[src/rtl/alu_sequencer.sv]
// alu_sequencer: multi-cycle control FSM for the register-file / shifter /
// ALU datapath. It accepts one 16-bit instruction at a time through a
// start/ready handshake, then steps through read, compute and writeback.
module alu_sequencer #(
    parameter int DW = 16,
    parameter int RW = 3
) (
    input  logic          clk,
    input  logic          reset_n,
    input  logic          s,
    input  logic [15:0]   instr,
    output logic          w,
    output logic [RW-1:0] readnum,
    output logic [RW-1:0] writenum,
    output logic          write,
    output logic          loada,
    output logic          loadb,
    output logic          asel,
    output logic          bsel,
    output logic          vsel,
    output logic          loadc,
    output logic          loads,
    output logic [1:0]    ALUop,
    output logic [1:0]    shift,
    output logic [DW-1:0] sximm8,
    output logic [DW-1:0] sximm5,
    output logic          err
);

    typedef enum logic [2:0] {
        S_WAIT,
        S_DECODE,
        S_WRITE_IMM,
        S_GET_A,
        S_GET_B,
        S_CALC,
        S_WRITE_REG
    } state_t;

    state_t      state;
    state_t      state_nxt;
    logic [15:0] ir;

    // Instruction fields, always taken from the held IR.
    logic [2:0]    opcode;
    logic [1:0]    op;
    logic [RW-1:0] rn;
    logic [RW-1:0] rd;
    logic [1:0]    sh;
    logic [RW-1:0] rm;

    assign opcode = ir[15:13];
    assign op     = ir[12:11];
    assign rn     = ir[10:8];
    assign rd     = ir[7:5];
    assign sh     = ir[4:3];
    assign rm     = ir[2:0];

    // Instruction classes.
    logic is_mov_imm;
    logic is_mov_reg;
    logic is_alu;
    logic is_mvn;
    logic is_cmp;
    logic is_legal;

    assign is_mov_imm = (opcode == 3'b110) && (op == 2'b10);
    assign is_mov_reg = (opcode == 3'b110) && (op == 2'b00);
    assign is_alu     = (opcode == 3'b101);
    assign is_mvn     = is_alu && (op == 2'b11);
    assign is_cmp     = is_alu && (op == 2'b01);
    assign is_legal   = is_mov_imm || is_mov_reg || is_alu;

    // Immediates are sign-extended from the IR regardless of state.
    assign sximm8 = {{(DW-8){ir[7]}}, ir[7:0]};
    assign sximm5 = {{(DW-5){ir[4]}}, ir[4:0]};

    // State register, instruction register and error flag.
    always_ff @(posedge clk) begin
        // NOTE: state is updated with non-blocking assignments so every
        // register samples pre-edge values, independent of statement order.
        if (!reset_n) begin
            state <= S_WAIT;
            ir    <= '0;
            err   <= 1'b0;
        end else begin
            state <= state_nxt;
            if (state == S_WAIT && s) begin
                ir  <= instr;
                err <= 1'b0;
            end else if (state == S_DECODE && !is_legal) begin
                err <= 1'b1;
            end
        end
    end

    // Next-state selection.
    always_comb begin
        // NOTE: a default assignment first means every path assigns
        // state_nxt, so no latch is inferred.
        state_nxt = state;
        unique case (state)
            S_WAIT:      if (s) state_nxt = S_DECODE;
            S_DECODE: begin
                if (is_mov_imm)                state_nxt = S_WRITE_IMM;
                else if (is_mov_reg || is_mvn) state_nxt = S_GET_B;
                else if (is_alu)               state_nxt = S_GET_A;
                else                           state_nxt = S_WAIT;
            end
            S_WRITE_IMM: state_nxt = S_WAIT;
            S_GET_A:     state_nxt = S_GET_B;
            S_GET_B:     state_nxt = S_CALC;
            S_CALC:      state_nxt = is_cmp ? S_WAIT : S_WRITE_REG;
            S_WRITE_REG: state_nxt = S_WAIT;
            default:     state_nxt = S_WAIT;
        endcase
    end

    // Moore outputs decoded from state and IR.
    always_comb begin
        w        = (state == S_WAIT);
        readnum  = '0;
        writenum = '0;
        write    = 1'b0;
        loada    = 1'b0;
        loadb    = 1'b0;
        loadc    = 1'b0;
        loads    = 1'b0;
        asel     = 1'b0;
        bsel     = 1'b0;
        vsel     = 1'b0;
        ALUop    = 2'b00;
        shift    = 2'b00;
        unique case (state)
            S_WRITE_IMM: begin
                writenum = rn;
                vsel     = 1'b1;
                write    = 1'b1;
            end
            S_GET_A: begin
                readnum = rn;
                loada   = 1'b1;
            end
            S_GET_B: begin
                readnum = rm;
                loadb   = 1'b1;
                shift   = sh;
            end
            S_CALC: begin
                shift = sh;
                if (is_mov_reg) begin
                    ALUop = 2'b00;
                    asel  = 1'b1;
                end else begin
                    ALUop = op;
                end
                if (is_cmp) loads = 1'b1;
                else        loadc = 1'b1;
            end
            S_WRITE_REG: begin
                writenum = rd;
                write    = 1'b1;
            end
            default: ;
        endcase
    end

endmodule

[config.mk]
export PLATFORM = sky130hd
export DESIGN_NAME = alu_sequencer
export DESIGN_NICKNAME = d
export VERILOG_FILES = /design/src/rtl/alu_sequencer.sv
export SDC_FILE = /design/constraint.sdc
export NUM_CORES = 1
export LEC_CHECK = 0
export CAP_MARGIN = 10
export CORE_AREA = 2 2 52 66
export CTS_BUF_LIST = sky130_fd_sc_hd__clkbuf_2 sky130_fd_sc_hd__clkbuf_4 sky130_fd_sc_hd__clkbuf_8
export DETAILED_ROUTE_END_ITERATION = 6
export DIE_AREA = 0 0 54 68
export HOLD_SLACK_MARGIN = 0.05
export PLACE_DENSITY = 0.91
export SYNTH_ARGS = -nofsm -noshare
export SYNTH_HDL_FRONTEND = slang
export SYNTH_SLANG_ARGS = --single-unit
[constraint.sdc]
create_clock -name clk -period 2.3 [get_ports clk]
set_input_delay 0.575 -clock clk [delete_from_list [all_inputs] [get_ports clk]]
set_output_delay 0.575 -clock clk [all_outputs]
set_load 0.005 [all_outputs]
=== Word level (Yosys, flattened, before mapping) ===
Index checks and enable logic that the tools add are counted.

* Flip-flop bits (word level): 20
* Latch bits: 0
* RAM bits: 0
* Memory bits (read-only): 0
* Input port bits: 19
* Output and inout port bits: 52
* Logic and storage cells: 52
* Memories kept: 0

* $add $sub $neg: 0
* Multipliers: 0
* Div/mod/pow operators: 0
* Order comparisons: 0
* Eq/ne operators: 12
* Shift operators: 0
* Muxes and demuxes: 21
* Bitwise logic cells: 1
* Reductions and logical operators: 15

{| class="wikitable"
|+ Operator list
! kind !! number
|-
| 3-bit == test (second input constant) || 5
|-
| 3-bit case mux with 5 select lines || 1
|-
| 3-bit 2-to-1 mux || 4
|-
| 3-bit case mux with 2 select lines || 2
|-
| 1-bit 2-to-1 mux || 10
|-
| 2-bit 2-to-1 mux || 4
|-
| 3-bit by 2-bit == test with 1-bit output (second input constant) || 2
|-
| 1-bit logical AND || 6
|-
| 2-bit OR reduction || 3
|-
| 2-bit == test (second input constant) || 2
|-
| 3-bit by 1-bit == test with 1-bit output (second input constant) || 1
|-
| 3-bit logical NOT || 1
|-
| 1-bit logical OR || 3
|-
| 2-bit by 1-bit == test with 1-bit output (second input constant) || 1
|-
| 2-bit logical NOT || 1
|-
| 2-bit != test (second input constant) || 1
|-
| 1-bit logical NOT || 1
|-
| 1-bit NOT || 1
|}

=== Logic depth before layout (Yosys ltp) ===
Gate-level depths: netlist (run 1).

* Depth after elaboration: 6
* Gate-level depth with buffers: 5
* Gate-level depth less buffers: 3

=== Worst setup path before layout (run 1) ===
Ideal clock, no wire load.

* Path type: register -> output
* From: reg state[1]
* To: out readnum[0]
* Arrival: 1115 ps
* Data required time: 1725 ps
* Path slack: 610 ps
* Stages on the path, launching flop included: 4
* Buffers on the path: 1
* Cells stage by stage: dfxtp_1 -> clkbuf_1 -> nor3b_1 -> a22o_1

* Longest elaborated chain between the ends: 2
* Elaborated cells on any way between the ends: 3
* Classes of those cells: 2 x eq/ne; 1 x mux

{| class="wikitable"
|+ Ends and longest elaborated chain
! item !! RTL line !! text
|-
| start: declaration || 40 || <nowiki>state_t state;</nowiki>
|-
| start signal: assignment || 87 || <nowiki>state <= state_nxt;</nowiki>
|-
| 3-bit == test / 3-bit by 2-bit == test with 1-bit output (equally long branches) || 134 || <nowiki>unique case (state)</nowiki>
|-
| 3-bit case mux with 2 select lines (*) || 134 ||
|-
| end: declaration || 13 || <nowiki>output logic [RW-1:0] readnum,</nowiki>
|}

Mark *: on every way between the ends. The rest lies on a longest branch, timed or not.

=== Worst setup path in the final report (run 1) ===
* From: reg state[2]
* To: out readnum[0]

The elaborated chain is that of the path after synthesis.

==> results of run 1 <==
## final cells by class
class,count,share of cell area [%]
inverters,3,0.6048
repair buffers,78,40.99
flip-flops and latches,20,21.91
well taps,37,2.487
multi-input cells,100,31.79
clock buffers,3,2.218
## worst paths after layout
kind	to	slack, ps	depth (start not counted)
worst min register to register	ir[3]$_SDFFE_PN0P_	480	2
worst min-delay path	ir[3]$_SDFFE_PN0P_	480	2
worst max register to register	ir[1]$_SDFFE_PN0P_	790	5
worst max-delay path	readnum[0]	50	4
## report_power, final
part / total, W / leakage, nW / switching, W / internal (W)
clock: 0.000223 / 0.0216 / 0.000107 / 0.000116
combinational: 0.000191 / 0.553 / 0.0000682 / 0.000123
sequential: 0.000393 / 0.166 / 0.0000267 / 0.000366
total: 0.000807 / 0.741 / 0.000202 / 0.000606
## logic make-up (layout without fill, tap and decap cells)
logic type	Yosys count	count (layout)	share of synthesized area [%]
and+or+nand+nor	67	67	27.38
buffers and inverters	44	84	23.65
AOI/OAI and AO/OA	29	29	14.92
DFF	20	20	31.40
muxes	3	3	2.355
other	1	1	0.2941
## synth_stat cells, drive strengths merged (2+ instances only)
master,count
o2111a,2
nand2,34
nor2,8
buf,38
and3,2
dfxtp,20
a22o,3
clkbuf,3
and2,2
nand2b,2
a21oi,18
inv,2
nor3b,4
nor2b,5
mux2i,3
## stage by stage
stage               hold WS, ps  power [W]  setup slack [ps]  area, µm²  cells
global placement          461.8  0.0005866             251.8       1789    238
finish                    484.3  0.0008072             52.21       1862    241
CTS                       489.2  0.0008102             45.61       1842    241
global route              509.2  0.0008455             4.927       1862    241
detailed placement        475.9  0.0005919             212.2       1789    238
floorplan                 448.3  0.0005133             609.9       1275    164
## worst max-delay path: stages (launching register included)
cell and delay, ps:
dfxtp_4 370, buf_4 160, and3b_2 280, a22o_1 130
clkdlybuf4s50_1 490
## state kept, by name, indices dropped and copies added (netlist names)
signal	flops
ir	16
err	1
state	3
## what timing repair did
item | CTS | global route
pin swaps | 0 | 0
hold buffers | 0 | 0
gates resized for setup | 5 | 8
setup endpoints to repair | 8 | 6
## per-layer routing
| metal | share of wire (%) | wire (µm) | vias to the layer above | global-route usage, % |
|---|---|---|---|---|
| met3 | 6.9 | 203 | 6 | 2.183 |
| met1 | 41 | 1219 | 553 | 17.89 |
| met5 | 0 | 0 | - | 0 |
| met4 | 1.8 | 54 | 0 | 8.438 |
| met2 | 50 | 1467 | 47 | 28.51 |
| li1 | - | - | 597 | - |
==> impl_metrics.csv, run 1 <==
group,metric,value,unit
run_status,status,"completed",
logic_synthesis,synth-edff-count,0,
logic_synthesis,yosys_warnings,0,
die,row_count,23,
critical_path,worst-path-max-fanout,8,
layout,most-common-layout-cells,"67 x clkdlybuf4s50_1, 34 x nand2_1, 18 x a21oi_1, 16 x dfxtp_1, 9 x buf_4",
drt,post_drt_wl_per_cell,12.22,µm
layout,drive_gt1_share,11.76,%
place,globalplace.congestion,0.8310,
global_routing,gr-total-overflow,0,
sta,period_needed,2248,ps
critical_path,endpoint_kind,"output pin",
hold_path,hold_class,"reg -> reg",
die,start_util,41.02,%
clock_network,cts.sinks,20,
die,fp.dieW,54,µm
drt,ant_nets,0,
sta,skew,4.978,ps
run,max-cap-violations,0,
drt,totalWireLength,2.944,mm
drt,via_per_inst,4.992,
logic_synthesis,synthArstFlopShare,0,%
drt,drc,0,
global_routing,grt_pass1_wl,4.326,mm
layout,multiInputGateArea,591.8,µm²
logic_synthesis,syn_area,1275,µm²
logic_synthesis,synth-main-ff-cell,"dfxtp_1",
sta,fin_crit_sh,97.73,%
pwr,leakage,0.7413,nW
logic_synthesis,ys_ff_latch,20,
sta,fmax,444.9,MHz
critical_path,crit_type,"reg -> out",
sta,slew_viol_final,0,
sta,tns,0,ps
critical_path,arrival,1670,ps
clock_network,cts_buffer_depth,2,
global_routing,grt_max_degree,17,
die,die_h,68,µm
global_routing,grt.total_usage,15.96,%
pwr,p_per_area,433.6,nW/µm²
hold_path,min_from,"ir[3]$_SDFFE_PN0P_",
layout,antenna_cells,0,
layout,utilization,59.90,%
logic_synthesis,post_synth.cell_area_avg,7.774,µm²
logic_synthesis,synthCells,164,
logic_synthesis,seq_area_frac_synth,31.40,%
clock_network,htreeDepth,1,
clock_network,clock_latency,250,ps
drt,vias,1203,
drt,first_iter_violations,20,
layout,seq_area,407.9,µm²
pwr,ir_drop,0.3142,mV
logic_synthesis,synth_nets,183,
sta,hold_viol,0,
clock_network,tritoncts,"done",
logic_synthesis,synth_cell_types,35,
logic_synthesis,synth_top_cell_by_area,"dfxtp_1",
clock_network,ctsRootBufferMaster,"clkbuf_8",
critical_path,startpoint,"state[2]$_SDFFE_PN0P_",
clock_network,cts_setup_buffers,0,
die,core,3108,µm²
logic_synthesis,netlist.area_leader.share,31.40,%
layout,nNetsFinal,225,
critical_path,critPathLaunchType,"flop",
die,ios,71,
critical_path,timing.rr.start,"state[0]$_SDFFE_PN0P_",
clock_network,cts_buffers,3,
layout,synthToLayoutAreaGrowth,46.03,%
global_routing,antenna_found_initial,0,
drt,dr.pass1.iters,4,
sta,rsz0062_at_grt,"no",
global_routing,grt_pass1_vias,1029,
sta,setup_viol,0,
critical_path,required,1730,ps
die,die_area,3672,µm²
clock_network,clk_pin_slew_worst_paths,70,ps
place,portBuffers,69,
place,hpwl,2.246,mm
layout,final_common_cell,"clkdlybuf4s50_1",
layout,fillers,267,
logic_synthesis,netlist_top_cells_area,"dfxtp_1 31%, buf_4 19%, nand2_1 10%, a21oi_1 7.1%, nor2b_1 2.5%",
(Power assumes the default switching activity.)
==> inputs of run 2 (changes only) <==
Settings changed: CORE_AREA 2 2 52 66 to 2 2 57 72, DIE_AREA 0 0 54 68 to 0 0 59 74, PLACE_DENSITY 0.91 to 0.81.
Clock period 2.3 ns to 1.8 ns, I/O delays scaled along.
==> impl_metrics.csv, run 2 (same netlist as run 1, synthesis figures left out) <==
group,metric,value,unit
run_status,status,"completed",
layout,utilization,54.71,%
pwr,ir_drop,0.2637,mV
sta,slew_viol_final,0,
die,start_util,34.54,%
die,row_count,25,
pwr,power_frac_clock,27.1,%
clock_network,cts.sinks,20,
run,max-cap-violations,0,
critical_path,critPathLaunchType,"flop",
sta,setup_viol,0,
die,die_area,4366,µm²
clock_network,ctsRootBufferMaster,"clkbuf_8",
hold_path,min_to,"ir[3]$_SDFFE_PN0P_",
sta,tns,0,ps
clock_network,clock_latency,250,ps
place,portBuffers,69,
drt,first_iter_violations,36,
global_routing,grt_pass1_wl,5.147,mm
hold_path,min_from,"ir[3]$_SDFFE_PN0P_",
drt,ant_nets,0,
pwr,switchingPower,0.0002696,W
layout,top_regs,"ir (16), state (3), err (1)",
global_routing,antenna_found_initial,0,
sta,period_needed,1782,ps
critical_path,timing.rr.start,"state[1]$_SDFFE_PN0P_",
hold_path,hold_class,"reg -> reg",
global_routing,grt.total_usage,14.75,%
critical_path,reg2reg_depth,5,
global_routing,grt_pass1_vias,1151,
pwr,p_seq_share,46.4,%
layout,largest_reg_flops,16,
drt,totalWireLength,3.157,mm
critical_path,endpoint_kind,"output pin",
clock_network,tritoncts,"done",
clock_network,clk_pin_slew_worst_paths,70,ps
layout,drive_gt1_share,25.89,%
sta,fmax,561.0,MHz
pwr,combPwrFrac,26.5,%
drt,post_drt_wl_per_cell,11.96,µm
layout,antenna_cells,0,
pwr,p_per_area,528.1,nW/µm²
pwr,leakage,0.8543,nW
critical_path,reg2reg_slack,270,ps
clock_network,cts_buffer_depth,2,
die,fp.dieW,59,µm
sta,rsz0062_at_grt,"yes",
clock_network,cts_buffers,3,
sta,hold_viol,0,
sta,fin_crit_sh,99.02,%
layout,most-common-layout-cells,"52 x clkdlybuf4s50_1, 34 x nand2_1, 27 x buf_4, 18 x a21oi_1, 13 x dfxtp_1",
critical_path,required,1350,ps
layout,synthToLayoutAreaGrowth,58.39,%
drt,via_per_inst,4.807,
layout,nNetsFinal,245,
layout,top_register,"ir",
place,hpwl,2.351,mm
critical_path,r2r_end,"ir[14]$_SDFFE_PN0P_",
drt,drc,0,
pwr,internal_power,0.0007969,W
critical_path,arrival,1330,ps
clock_network,hold_buffers,0,
hold_path,holdPathStages,2,
drt,vias,1269,
sta,skew,1.828,ps
layout,fillers,335,
critical_path,worst-path-max-fanout,4,
drt,dr.pass1.iters,6,
global_routing,gr-total-overflow,0,
global_routing,grt_max_degree,16,
pwr,swShare,25.28,%
critical_path,crit_type,"reg -> out",
die,die_h,74,µm
place,globalplace.congestion,0.8128,
layout,final_common_cell,"clkdlybuf4s50_1",
die,core,3691,µm²
clock_network,htreeDepth,1,
die,ios,71,
-- run 2: cell types whose count changed in the layout (fill, tap and decap cells not counted), moves of 3 or more --
| cell | before | now |
|---|---|---|
| buf_4 | 9 | 27 |
| clkdlybuf4s50_1 | 67 | 52 |
| dlygate4sd2_1 | 0 | 6 |
| buf_2 | 0 | 3 |
| buf_6 | 0 | 3 |
| clkbuf_2 | 0 | 3 |
| dfxtp_1 | 16 | 13 |
-- run 2: power by group through the flow --
stage / logic, W / clock network, W / registers (W)
floorplan: 0.000151 / 0 / 0.000505
global placement: 0.000274 / 0 / 0.000503
detailed placement: 0.000277 / 0 / 0.000503
CTS: 0.000282 / 0.000295 / 0.000494
global route: 0.000308 / 0.000321 / 0.000500
finish: 0.000283 / 0.000289 / 0.000494
-- run 2: worst max path at each step --
stage	start	to	depth (start not counted)
after floorplan	state[1]$_SDFFE_PN0P_	readnum[0]	3
after global placement	ir[14]$_SDFFE_PN0P_	asel	4
after detailed placement	ir[14]$_SDFFE_PN0P_	loads	5
after CTS	state[2]$_SDFFE_PN0P_	readnum[0]	6
after global routing	state[2]$_SDFFE_PN0P_	readnum[0]	5
final	state[2]$_SDFFE_PN0P_	readnum[0]	5
-- run 2: final cells by class --
cell class	count	area (µm²)	share of cell area, %
well taps	40	50.05	2.478
multi-input cells	100	620.6	30.73
repair buffers	98	882.1	43.68
clock buffers	3	41.29	2.045
flip-flops and latches	20	414.1	20.51
inverters	3	11.26	0.5576
-- run 2: per-stage QoR --
step | instances | total power, W | area, µm² | setup slack [ps] | hold slack (ps)
finish | 264 | 0.001066 | 2019 | 17.56 | 482.8
global route | 264 | 0.001128 | 2019 | -55.84 | 505.2
CTS | 262 | 0.001072 | 2011 | -92.33 | 483.7
detailed placement | 256 | 0.0007807 | 1906 | -51.14 | 471.7
global placement | 256 | 0.0007771 | 1906 | -34.51 | 467.0
floorplan | 164 | 0.0006559 | 1275 | 234.9 | 448.3
-- run 2: timing repair --
item / CTS / global route
setup buffers: 4 / 3
pin swaps: 1 / 2
setup endpoints to repair: 31 / 11
resized for setup: 56 / 8
-- run 2: layer usage --
layer,wire length (µm),global-route usage (%),vias up
li1,-,-,642
met2,1606,26.54,48
met1,1370,18.40,577
met5,0,0,-
met4,15,3.030,0
met3,165,2.435,2
-- run 2: critical path, stage by stage (launching register included) --
cell     delay (ps)
dfxtp_4         360
buf_6            90
and3b_2         210
buf_6           120
a22o_1          170
buf_2           120
